## src/rtl/regfile_bank.sv

```systemverilog
// 32-entry register bank with a self-clearing sweep FSM, two combinational read ports and one write port.
// Build option: define REGFILE_BYPASS_EN to forward same-cycle write data to matching read ports.
module regfile_bank #(
   parameter int unsigned OPTION_REG_WIDTH = 64,
   parameter int unsigned OPTION_REG_COUNT = 32
) (
   input  logic                        i_clk,
   input  logic                        i_rst,
   input  logic [4:0]                  i_sela,
   input  logic [4:0]                  i_selb,
   output logic [OPTION_REG_WIDTH-1:0] o_ina,
   output logic [OPTION_REG_WIDTH-1:0] o_inb,
   input  logic [4:0]                  i_write_reg,
   input  logic [OPTION_REG_WIDTH-1:0] i_write_data,
   input  logic                        i_write_en,
   input  logic                        i_clear,
   output logic                        o_ready
);

   typedef enum logic {
      ST_CLEAR = 1'b0,
      ST_READY = 1'b1
   } state_e;

   localparam logic [4:0] IDX_FIRST = 5'd1;
   localparam logic [4:0] IDX_LAST  = 5'd31;

   state_e                      state_q, state_d;
   logic [4:0]                  idx_q, idx_d;
   logic                        wr_en;
   logic [4:0]                  wr_addr;
   logic [OPTION_REG_WIDTH-1:0] wr_data;
   logic [OPTION_REG_WIDTH-1:0] regs_q [0:OPTION_REG_COUNT-1];
   logic [OPTION_REG_WIDTH-1:0] rd_a, rd_b;

   always_ff @(posedge i_clk or negedge i_rst) begin
      if (!i_rst) begin
         state_q <= ST_CLEAR;
         idx_q   <= IDX_FIRST;
      end else begin
         state_q <= state_d;
         idx_q   <= idx_d;
      end
   end

   // The sweep and user writes share a single write port, so storage stays RAM-inferable.
   always_comb begin
      state_d = state_q;
      idx_d   = idx_q;
      wr_en   = 1'b0;
      wr_addr = idx_q;
      wr_data = '0;
      case (state_q)
         ST_CLEAR: begin
            wr_en   = 1'b1;
            wr_addr = idx_q;
            if (i_clear) begin
               idx_d = IDX_FIRST;
            end else if (idx_q == IDX_LAST) begin
               state_d = ST_READY;
            end else begin
               idx_d = idx_q + 5'd1;
            end
         end
         ST_READY: begin
            if (i_clear) begin
               state_d = ST_CLEAR;
               idx_d   = IDX_FIRST;
            end else if (i_write_en && (i_write_reg != 5'd0)) begin
               wr_en   = 1'b1;
               wr_addr = i_write_reg;
               wr_data = i_write_data;
            end
         end
         default: begin
            state_d = ST_CLEAR;
            idx_d   = IDX_FIRST;
         end
      endcase
   end

   always_ff @(posedge i_clk) begin
      if (wr_en) begin
         regs_q[wr_addr] <= wr_data;
      end
   end

`ifdef REGFILE_BYPASS_EN
   logic fwd_ok;

   // A write discarded by i_clear is not forwarded either.
   always_comb begin
      fwd_ok = (state_q == ST_READY) && i_write_en && !i_clear && (i_write_reg != 5'd0);
      rd_a   = regs_q[i_sela];
      rd_b   = regs_q[i_selb];
      if (fwd_ok && (i_write_reg == i_sela)) begin
         rd_a = i_write_data;
      end
      if (fwd_ok && (i_write_reg == i_selb)) begin
         rd_b = i_write_data;
      end
   end
`else
   always_comb begin
      rd_a = regs_q[i_sela];
      rd_b = regs_q[i_selb];
   end
`endif

   // Register 0 is never written; its reads are forced to zero, as are all reads outside READY.
   always_comb begin
      o_ina = '0;
      o_inb = '0;
      if ((state_q == ST_READY) && (i_sela != 5'd0)) begin
         o_ina = rd_a;
      end
      if ((state_q == ST_READY) && (i_selb != 5'd0)) begin
         o_inb = rd_b;
      end
   end

   assign o_ready = (state_q == ST_READY);

endmodule

```

## config.mk

```make
export PLATFORM = sky130hd
export DESIGN_NAME = regfile_bank
export DESIGN_NICKNAME = d
export VERILOG_FILES = /design/src/rtl/regfile_bank.sv
export SDC_FILE = /design/constraint.sdc
export NUM_CORES = 2
export LEC_CHECK = 0
export ABC_AREA = 1
export CAP_MARGIN = 20
export CORE_ASPECT_RATIO = 1.2
export CORE_MARGIN = 3
export CORE_UTILIZATION = 30
export DETAILED_ROUTE_END_ITERATION = 10
export PLACE_DENSITY = 0.51
export SKIP_CTS_REPAIR_TIMING = 1
export SYNTH_ARGS = -nofsm -noshare
export SYNTH_HDL_FRONTEND = slang
export SYNTH_SLANG_ARGS = --single-unit
export TNS_END_PERCENT = 20
```

## constraint.sdc

```tcl
create_clock -name i_clk -period 6.5 [get_ports i_clk]
set_clock_uncertainty 0.2 [all_clocks]
set_input_delay 1.95 -clock i_clk [delete_from_list [all_inputs] [get_ports i_clk]]
set_output_delay 1.95 -clock i_clk [all_outputs]
set_load 0.1 [all_outputs]
```

==> out/metrics.yaml <==
status:
  status: "finished clean"
cts:
  clk_pin_slew_worst_paths_ps: 60
  cts_tree: "yes"
  clockBufferDepth: 4
  h-tree-depth: 4
  numCtsBuffers: 222
  worstSkewPairLatency_ps: 850
  clock-sinks: 2054
  root_buffer: "clkbuf_16"
logic_synthesis:
  synth_edf_count: 2048
  synth_common_cells: "5449 x nand2_1, 2295 x nand3_1, 2048 x edfxtp_1"
  synth.area.top_cells: "edfxtp_1 60%, nand2_1 20%, nand3_1 11%"
  syn_nets: 11948
  synth.distinct_cells: 23
  synthArstFlopShare: 0.002921
  ys_seq_elements: 2054
  synthCells: 11863
  synth_area_um2: 103200
  seq_area_frac_synth: 0.5973
  yosys.cell_count.top_type: "nand2_1"
  synth_warnings: 0
  synthFlopType: "edfxtp_1"
  synth_top_area_share: 0.5959
  synth_top_area_cell: "edfxtp_1"
  syn_avg_cell_area_um2: 8.700
route:
  avgViaCountPerCell: 5.345
  drtIter0Drc: 10520
  drt_first_pass_iters: 8
  wl_per_cell_um: 25.51
  drc_errors: 0
  antenna_left: 0
  num_vias: 89288
  totalWireLength_um: 426200
timing:
  fin_crit_sh: 0.9738
  setup_slack_ps: 170.5
  setup_tns_ps: 0
  hold_viol_final: 0
  slew_violations: 0
  finalCriticalPeriod_ps: 6330
  setup_viol: 0
  tightest_slew_ps: 1031
  rsz0062_at_grt: "false"
  slew_headroom: 0.3107
  fmaxAchievable_mhz: 158.0
global_route:
  first_global_vias: 83902
  grt_pass1_wl_um: 605900
  track_usage: 0.2342
  antenna_found_initial: 4
  grt_max_degree: 104
  overflow: 0
placement:
  globalplace.congestion: 0.8303
  pre_cts_slack_ps: 234.6
  dp_cells: 16314
  hpwlAfterDp_um: 244300
  portBuffers: 211
worst_setup_path:
  crit_fanout: 24
  critPathMaxStageDelay_ps: 290
  path_class: "in2out"
  slowest_stage: "a21oi_1"
  startpoint_type: "input port"
  cp_cell_sequence: "buf_8, inv_8, buf_12, buf_12, buf_12, nand2_1, nand3_1, nand3_1, nand3_1, nand3_1, a21oi_1, buf_4, buf_12"
  crit_path_end_kind: "output pin"
  r2r_cells: 6
  critical_path_required_ps: 4350
  crit_arrival_ps: 4180
die:
  die_w_um: 541.4
  rows: 235
  core_area_um2: 342000
  die_y_um: 648.5
  io_pins: 212
  dieArea_um2: 351100
  initial_core_util: 0.3018
pwr:
  peakVddDrop_v: 0.0002131
  p_per_area_nw_per_um2: 244.4
  report.power.total_mw: 30.08
  p_leak_nw: 48.64
cells_and_area:
  nNetsFinal: 12120
  final_cells: 16705
  post_route_cells_drive_above_1_share: 0.09270
  n_fill_cell: 34326
  utilization: 0.3599
  syn_to_final_growth_pct: 19.25
worst_hold_path:
  worstHoldPathCells: 2
  hold_class: "reg2reg"
job:
  drv_cap: 0
per-layer routing:
metal  wire length [um]  part of all wire  vias to the layer above  GRT usage
met5                  0                 0                        -          0
li1                   -                 -                    40304          -
met4              18670             0.044                        0    0.09502
met3              35130             0.082                      940    0.03078
met1             172200              0.40                    43451     0.3090
met2             200200              0.47                     4593     0.3884
through the flow:
step | hold slack (ps) | cell area, um^2
2_1_floorplan | 326.8 | 103300
3_3_place_gp | 350.7 | 116200
3_5_place_dp | 356.1 | 116200
4_1_cts | 369.7 | 123100
5_1_grt | 406.0 | 123100
6_report | 360.3 | 123100
state kept, by name, summed over array words and instances (netlist names):
signal / count
regs_q: 2048
idx_q: 5
o_ready: 1
worst max-delay path, delay by kind of cell:
family | cells | cell delay, ps
AO/OA/AOI/OAI | 1 | 290
buffers and inverters | 7 | 1360
AND/OR/NAND/NOR | 5 | 460
path summary, 6_finish.rpt:
| kind | startpoint | endpoint | slack, ps |
|---|---|---|---|
| setup / recovery | i_sela[0] | o_ina[27] | 170 |
| hold / removal | idx_q[3]$_DFFE_PN0N_ | idx_q[3]$_DFFE_PN0N_ | 360 |
| setup reg to reg | o_ready$_DFF_PN0_ | regs_q[28][10]$_DFFE_PP_ | 2410 |
| hold reg to reg | idx_q[3]$_DFFE_PN0N_ | idx_q[3]$_DFFE_PN0N_ | 360 |
| max in group asynchronous | i_rst | idx_q[0]$_DFFE_PN1N_ | 4670 |
| min in group asynchronous | i_rst | o_ready$_DFF_PN0_ | 1150 |
where the power goes:
group	internal [mW]	leakage (nW)	total (mW)	switching (mW)
Sequential	14.6	20.7	14.6	0.0756
Clock	7.10	3.37	12.5	5.40
Combinational	0.837	24.5	2.94	2.11
logic make-up after synthesis:
logic type | count (synthesis) | synth area share
buffers and inverters | 1072 | 0.04759
flip-flops | 2054 | 0.5973
AO/OA/AOI/OAI | 731 | 0.03564
AND/OR/NAND/NOR | 8004 | 0.3192
adder cells (fa/ha/maj) | 2 | 0.0002424
final cells by class:
cell class | instances | area (um^2) | share of cell area
well taps | 4503 | 5634 | 0.04578
diodes | 1 | 2.502 | 0.00002033
clock buffers | 278 | 5808 | 0.04719
repair buffers | 795 | 10860 | 0.08820
inverters | 225 | 914.6 | 0.007431
multi-input cells | 8737 | 37150 | 0.3018
clock inverters | 112 | 1071 | 0.008702
flip-flops and latches | 2054 | 61650 | 0.5009
placed cells by master, fill, tap and decap left out, drive strengths merged:
cell / count
inv: 228
o21ai: 152
edfxtp: 2048
o211ai: 8
a21oi: 571
clkdlybuf4s50: 73
or2: 1
nand3: 2296
nand2: 5449
dfstp: 1
clkinv: 88
diode: 1
bufinv: 21
clkbuf: 278
dfrtp: 5
buf: 722
ha: 2
nand4: 7
nor2: 251
Power figures use the tool's default switching activity.
